===== src/rtl/falling_char_engine.sv =====
// Slot engine for falling characters: spawn allocation, per-tick fall, sequential hit scan,
// registered renderer read port and saturating hit/miss counters.
module falling_char_engine #(
    parameter int unsigned N_SLOTS  = 16,
    parameter int unsigned CHAR_W   = 8,
    parameter int unsigned X_W      = 7,
    parameter int unsigned Y_W      = 10,
    parameter int unsigned SPD_W    = 4,
    parameter int unsigned SCREEN_H = 480,
    parameter int unsigned CELL_H   = 16,
    parameter int unsigned CNT_W    = 16
) (
    input  logic                       clk,
    input  logic                       rst,
    input  logic                       tick,
    input  logic                       spawn_valid,
    input  logic [CHAR_W-1:0]          spawn_char,
    input  logic [X_W-1:0]             spawn_x,
    input  logic [SPD_W-1:0]           spawn_speed,
    output logic                       spawn_ready,
    input  logic                       hit_valid,
    input  logic [CHAR_W-1:0]          hit_char,
    output logic                       hit_busy,
    output logic                       hit_done,
    output logic                       hit_found,
    output logic                       miss_pulse,
    input  logic [$clog2(N_SLOTS)-1:0] rd_idx,
    output logic                       rd_active,
    output logic [CHAR_W-1:0]          rd_char,
    output logic [X_W-1:0]             rd_x,
    output logic [Y_W-1:0]             rd_y,
    output logic [$clog2(N_SLOTS):0]   active_count,
    output logic [CNT_W-1:0]           hit_count,
    output logic [CNT_W-1:0]           miss_count
);

    localparam int unsigned IDX_W  = $clog2(N_SLOTS);
    localparam int unsigned NUM_W  = IDX_W + 1;
    localparam int unsigned SCAN_W = IDX_W + 1;

    typedef enum logic {IDLE, SCAN} hit_state_t;

    logic [N_SLOTS-1:0] active_q, active_d;
    logic [CHAR_W-1:0]  char_q [N_SLOTS];
    logic [CHAR_W-1:0]  char_d [N_SLOTS];
    logic [X_W-1:0]     x_q    [N_SLOTS];
    logic [X_W-1:0]     x_d    [N_SLOTS];
    logic [Y_W-1:0]     y_q    [N_SLOTS];
    logic [Y_W-1:0]     y_d    [N_SLOTS];
    logic [SPD_W-1:0]   spd_q  [N_SLOTS];
    logic [SPD_W-1:0]   spd_d  [N_SLOTS];

    hit_state_t         state_q, state_d;
    logic [SCAN_W-1:0]  scan_idx_q, scan_idx_d;
    logic [CHAR_W-1:0]  hit_char_q, hit_char_d;
    logic               best_valid_q, best_valid_d;
    logic [IDX_W-1:0]   best_idx_q, best_idx_d;
    logic [Y_W-1:0]     best_y_q, best_y_d;

    logic               hit_done_q, hit_done_d;
    logic               hit_found_q, hit_found_d;
    logic               miss_pulse_q, miss_pulse_d;
    logic [CNT_W-1:0]   hit_count_q, hit_count_d;
    logic [CNT_W-1:0]   miss_count_q, miss_count_d;
    logic               rd_active_q, rd_active_d;
    logic [CHAR_W-1:0]  rd_char_q, rd_char_d;
    logic [X_W-1:0]     rd_x_q, rd_x_d;
    logic [Y_W-1:0]     rd_y_q, rd_y_d;

    logic               spawn_ok;
    logic               spawn_fire;
    logic [IDX_W-1:0]   spawn_slot;
    logic [Y_W:0]       fall_y [N_SLOTS];
    logic [N_SLOTS-1:0] miss_vec;
    logic [NUM_W-1:0]   n_miss;
    logic [NUM_W-1:0]   n_active;
    logic               commit;
    logic               hit_ok;
    logic [IDX_W-1:0]   scan_slot;
    logic [CNT_W:0]     miss_sum;

    // Lowest-index slot that was free at the start of the cycle.
    always_comb begin
        spawn_ok   = 1'b0;
        spawn_slot = '0;
        for (int unsigned i = 0; i < N_SLOTS; i++) begin
            if (!active_q[i] && !spawn_ok) begin
                spawn_ok   = 1'b1;
                spawn_slot = IDX_W'(i);
            end
        end
    end

    assign spawn_fire = spawn_valid && spawn_ok;

    always_comb begin
        n_miss   = '0;
        n_active = '0;
        for (int unsigned i = 0; i < N_SLOTS; i++) begin
            fall_y[i]   = {1'b0, y_q[i]} + (Y_W+1)'(spd_q[i]);
            miss_vec[i] = tick && active_q[i] && ((32'(fall_y[i]) + CELL_H) > SCREEN_H);
            n_miss      = n_miss + NUM_W'(miss_vec[i]);
            n_active    = n_active + NUM_W'(active_q[i]);
        end
    end

    always_comb begin
        state_d      = state_q;
        scan_idx_d   = scan_idx_q;
        hit_char_d   = hit_char_q;
        best_valid_d = best_valid_q;
        best_idx_d   = best_idx_q;
        best_y_d     = best_y_q;
        commit       = 1'b0;
        scan_slot    = scan_idx_q[IDX_W-1:0];
        case (state_q)
            IDLE: begin
                if (hit_valid) begin
                    hit_char_d   = hit_char;
                    scan_idx_d   = '0;
                    best_valid_d = 1'b0;
                    best_idx_d   = '0;
                    best_y_d     = '0;
                    state_d      = SCAN;
                end
            end
            SCAN: begin
                if (scan_idx_q == SCAN_W'(N_SLOTS)) begin
                    commit  = 1'b1;
                    state_d = IDLE;
                end else begin
                    // Strictly-greater compare keeps the lower index on equal heights.
                    if (active_q[scan_slot] && (char_q[scan_slot] == hit_char_q) &&
                        (!best_valid_q || (y_q[scan_slot] > best_y_q))) begin
                        best_valid_d = 1'b1;
                        best_idx_d   = scan_slot;
                        best_y_d     = y_q[scan_slot];
                    end
                    scan_idx_d = scan_idx_q + 1'b1;
                end
            end
            default: state_d = IDLE;
        endcase
    end

    // A miss on the committed slot wins over the hit.
    assign hit_ok = commit && best_valid_q && active_q[best_idx_q] &&
                    (char_q[best_idx_q] == hit_char_q) && !miss_vec[best_idx_q];

    always_comb begin
        active_d = active_q;
        char_d   = char_q;
        x_d      = x_q;
        y_d      = y_q;
        spd_d    = spd_q;
        for (int unsigned i = 0; i < N_SLOTS; i++) begin
            if (active_q[i]) begin
                if (miss_vec[i] || (hit_ok && (best_idx_q == IDX_W'(i)))) begin
                    active_d[i] = 1'b0;
                    char_d[i]   = '0;
                    x_d[i]      = '0;
                    y_d[i]      = '0;
                    spd_d[i]    = '0;
                end else if (tick) begin
                    y_d[i] = fall_y[i][Y_W-1:0];
                end
            end else if (spawn_fire && (spawn_slot == IDX_W'(i))) begin
                active_d[i] = 1'b1;
                char_d[i]   = spawn_char;
                x_d[i]      = spawn_x;
                y_d[i]      = '0;
                spd_d[i]    = (spawn_speed == '0) ? SPD_W'(1) : spawn_speed;
            end
        end
    end

    always_comb begin
        hit_done_d   = commit;
        hit_found_d  = hit_ok;
        miss_pulse_d = |miss_vec;
        hit_count_d  = (hit_ok && (hit_count_q != '1)) ? hit_count_q + 1'b1 : hit_count_q;
        miss_sum     = {1'b0, miss_count_q} + (CNT_W+1)'(n_miss);
        miss_count_d = miss_sum[CNT_W] ? '1 : miss_sum[CNT_W-1:0];
        rd_active_d  = 1'b0;
        rd_char_d    = '0;
        rd_x_d       = '0;
        rd_y_d       = '0;
        if (32'(rd_idx) < N_SLOTS) begin
            rd_active_d = active_q[rd_idx];
            rd_char_d   = char_q[rd_idx];
            rd_x_d      = x_q[rd_idx];
            rd_y_d      = y_q[rd_idx];
        end
    end

    always_ff @(posedge clk or posedge rst) begin
        if (rst) begin
            active_q     <= '0;
            for (int unsigned i = 0; i < N_SLOTS; i++) begin
                char_q[i] <= '0;
                x_q[i]    <= '0;
                y_q[i]    <= '0;
                spd_q[i]  <= '0;
            end
            state_q      <= IDLE;
            scan_idx_q   <= '0;
            hit_char_q   <= '0;
            best_valid_q <= 1'b0;
            best_idx_q   <= '0;
            best_y_q     <= '0;
            hit_done_q   <= 1'b0;
            hit_found_q  <= 1'b0;
            miss_pulse_q <= 1'b0;
            hit_count_q  <= '0;
            miss_count_q <= '0;
            rd_active_q  <= 1'b0;
            rd_char_q    <= '0;
            rd_x_q       <= '0;
            rd_y_q       <= '0;
        end else begin
            active_q     <= active_d;
            char_q       <= char_d;
            x_q          <= x_d;
            y_q          <= y_d;
            spd_q        <= spd_d;
            state_q      <= state_d;
            scan_idx_q   <= scan_idx_d;
            hit_char_q   <= hit_char_d;
            best_valid_q <= best_valid_d;
            best_idx_q   <= best_idx_d;
            best_y_q     <= best_y_d;
            hit_done_q   <= hit_done_d;
            hit_found_q  <= hit_found_d;
            miss_pulse_q <= miss_pulse_d;
            hit_count_q  <= hit_count_d;
            miss_count_q <= miss_count_d;
            rd_active_q  <= rd_active_d;
            rd_char_q    <= rd_char_d;
            rd_x_q       <= rd_x_d;
            rd_y_q       <= rd_y_d;
        end
    end

    assign spawn_ready  = spawn_ok;
    assign hit_busy     = (state_q == SCAN);
    assign hit_done     = hit_done_q;
    assign hit_found    = hit_found_q;
    assign miss_pulse   = miss_pulse_q;
    assign rd_active    = rd_active_q;
    assign rd_char      = rd_char_q;
    assign rd_x         = rd_x_q;
    assign rd_y         = rd_y_q;
    assign active_count = n_active;
    assign hit_count    = hit_count_q;
    assign miss_count   = miss_count_q;

endmodule


===== config.mk =====
export PLATFORM = sky130hd
export DESIGN_NAME = falling_char_engine
export DESIGN_NICKNAME = d
export VERILOG_FILES = /design/src/rtl/falling_char_engine.sv
export SDC_FILE = /design/constraint.sdc
export NUM_CORES = 2
export LEC_CHECK = 0
export CORE_ASPECT_RATIO = 1.1
export CORE_MARGIN = 5
export CORE_UTILIZATION = 40
export DETAILED_ROUTE_END_ITERATION = 16
export HOLD_SLACK_MARGIN = 0.12
export SLEW_MARGIN = 40
export SYNTH_ARGS = -nofsm -noshare
export SYNTH_HDL_FRONTEND = slang
export SYNTH_SLANG_ARGS = --single-unit

===== constraint.sdc =====
create_clock -name clk -period 44 [get_ports clk]
set_input_delay 4.4 -clock clk [delete_from_list [all_inputs] [get_ports clk]]
set_output_delay 4.4 -clock clk [all_outputs]
set_load 0.01 [all_outputs]

==> run_results.csv <==
group,metric,value,unit
synthesis,yosysWarnings,0,
synthesis,synthCells,3488,
global_routing,grt_pass1_vias,29300,
floorplanning,die_x,304,µm
global_routing,grt_use_total,0.254,
timing,hold_violations,0,
clock_network,insertion_delay,640,ps
layout,final_area,0.0428,mm²
synthesis,synth_area_per_cell,10.9,µm²
setup_path,worst_ep_arrival_time,10800,ps
placement,gp_congestion,0.970,
route,final_antenna_net_count,0,
clock_network,cts_buffer_depth,3,
route,route.detailed.drc,0,
route,drt_iter0_drc,3386,
clock_network,cts_tree,"built",
timing,rsz0062_at_grt,"false",
layout,drive_gt1_frac,0.163,
global_routing,grt.overflow.total,0,
timing,skew,17.5,ps
timing,period_needed,10260,ps
global_routing,grt_pass1_wl,196000,µm
global_routing,antenna_found_initial,6,
synthesis,synth-seq-cells,570,
timing,setup_tns,0,ps
placement,portBuffers,103,
status,status,"completed",
route,wl_per_cell,27.3,µm
setup_path,cp.required,44540,ps
timing,period_share,0.233,
floorplanning,core,0.0942,mm²
placement,place_area,0.0402,mm²
timing,setup_viol,0,
synthesis,ys_seq_area_frac,0.376,
layout,synthToLayoutAreaGrowth,12.7,%
timing,tightest_slew,903,ps
synthesis,netlist_area,0.0379,mm²
route,avgViaCountPerCell,6.49,
layout,nFillCells,8785,
clock_network,cts_resized,0,
layout,final_cell_mix,"dfrtp_1, a22o_1, nand2_1",
synthesis,synth_flop_cell,"dfrtp_1",
timing,relSlewSlack,0.398,
floorplanning,die_area,0.101,mm²
floorplanning,ioPinCount,104,
timing,fmax,0.0974,GHz
global_routing,grt_max_degree,105,
power_and_ir_drop,powerDensity,62.9,mW/mm²
power_and_ir_drop,peakVddDrop,0.204,mV
layout,finalNetCount,3648,
clock_network,numClockSinks,570,
timing,slew_viol_final,0,
floorplanning,chipHeight,333,µm
placement,dpl.hpwl,90700,µm
power_and_ir_drop,power.leakage,0.0183,µW
clock_network,numCtsBuffers,70,
setup_path,worstSetupPathType,"input port to register",
clock_network,clk_pin_slew,60,ps
layout,final_common_cell,"dfrtp_1",
floorplanning,fp-row-count,118,
synthesis,yosysUniqueCellTypes,100,
floorplanning,start_util,0.403,
hold_path,hold_class,"register to register",
synthesis,synth_nets,3686,
clock_network,postCtsSetupBuffers,0,
setup_path,start_kind,"input port",
setup_path,crit_fanout,50,
setup_path,end_kind,"register",
clock_network,cts_root_buf,"clkbuf_16",
route,firstDrtPassIters,6,
synthesis,async_flop_share,1.00,
clock_network,holdBufCountCts,0,
clock_network,htreeDepth,3,
route,vias,31000,
route,wl,130000,µm
job,cap_violations,0,
synthesis,synth-edff-count,0,
-- per-layer routing --
metal / vias up / routed length [µm] / part of all wire / track usage
li1: 13300 / - / - / -
met1: 15800 / 54400 / 0.42 / 0.364
met2: 1535 / 58100 / 0.45 / 0.378
met3: 288 / 13100 / 0.10 / 0.0630
met4: 4 / 4610 / 0.035 / 0.0832
met5: - / 27 / 0.00021 / 0
-- state kept, by name, summed over array words and instances (netlist names), 10 cells and up --
register	cells
y_q	160
char_q	128
x_q	112
spd_q	64
active_q	16
hit_count	16
miss_count	16
best_y_q	10
rd_y	10
-- area by class of cell --
class	instances	area (µm²)	share of cell area
Multi-Input combinational cell	2499	22200	0.520
Antenna cell	2	5.00	0.000117
Timing Repair Buffer	172	1660	0.0388
Clock inverter	32	483	0.0113
Sequential cell	570	14300	0.334
Clock buffer	97	2010	0.0471
Tap cell	1260	1580	0.0369
Inverter	137	522	0.0122
-- synth_stat cells, types with 34 or more instances --
library cell	n	share of area
a31oi_1	35	0.0058
ha_1	124	0.041
a211oi_1	39	0.0077
nor3_1	64	0.0084
fa_1	38	0.020
mux4_2	247	0.15
nand2_1	249	0.025
nor2_1	148	0.015
o21ai_0	125	0.016
dfrtp_1	570	0.38
and3_1	34	0.0056
xnor2_1	105	0.024
a21oi_1	100	0.013
buf_1	47	0.0047
nand4_1	41	0.0068
a22o_1	353	0.082
inv_1	137	0.014
mux2i_1	36	0.0095
o211ai_1	34	0.0067
a21o_1	56	0.011
clkbuf_1	199	0.020
nand3_1	81	0.011
xor2_1	57	0.013
-- critical path: stages --
cell and delay [ps]:
buf_2 80, buf_4 500, nand2_1 200, a211o_1 330, o32a_1 370, nor2_1 420
fa_1 500, inv_1 80, fa_1 440, fa_1 540, fa_1 430, fa_1 420
fa_1 400, nor2b_1 150, o21ai_0 90, nand2b_1 120, a21o_1 150, nand4_1 190
nor2_1 260, nand3_1 420, o21ai_0 210
-- through the flow --
stage / util / hold slack, ps / std cells / power [µW] / worst slack, ps
after floorplan: - / 461 / 3488 / 1590 / 23660
after global placement: 0.424 / 477 / 4629 / 2010 / 33290
after detailed placement: 0.427 / 477 / 4637 / 2030 / 33200
after CTS: 0.453 / 494 / 4766 / 2680 / 33840
after global routing: 0.454 / 502 / 4767 / 2830 / 33290
final: 0.454 / 490 / 4769 / 2690 / 33740
-- final timing paths --
| check | from | to | slack, ps | cells past startpoint |
|---|---|---|---|---|
| worst max-delay path | tick | miss_count[7] | 33740 | 21 |
| worst min-delay path | hit_count[11] | hit_count[11] | 490 | 1 |
| worst max register to register | y_q[131] | miss_count[7] | 35740 | 29 |
| worst min register to register | hit_count[11] | hit_count[11] | 490 | 1 |
| max in group asynchronous | rst | y_q[46] | 37020 | 7 |
| min in group asynchronous | rst | hit_count[8] | 4230 | 2 |
-- report_power, final --
part	switching, µW	total (µW)	internal (µW)
registers	152	804	652
logic	698	1250	553
clock network	250	637	387
-- logic make-up after synthesis --
kind of cell               synth area share
AOI/OAI and AO/OA                     0.205
xor gates and xnor gates             0.0380
adders and majority gates            0.0623
buffers and inverters                0.0431
DFF                                   0.376
muxes                                 0.161
and+or+nand+nor                       0.115
Power figures use the tool's default switching activity.
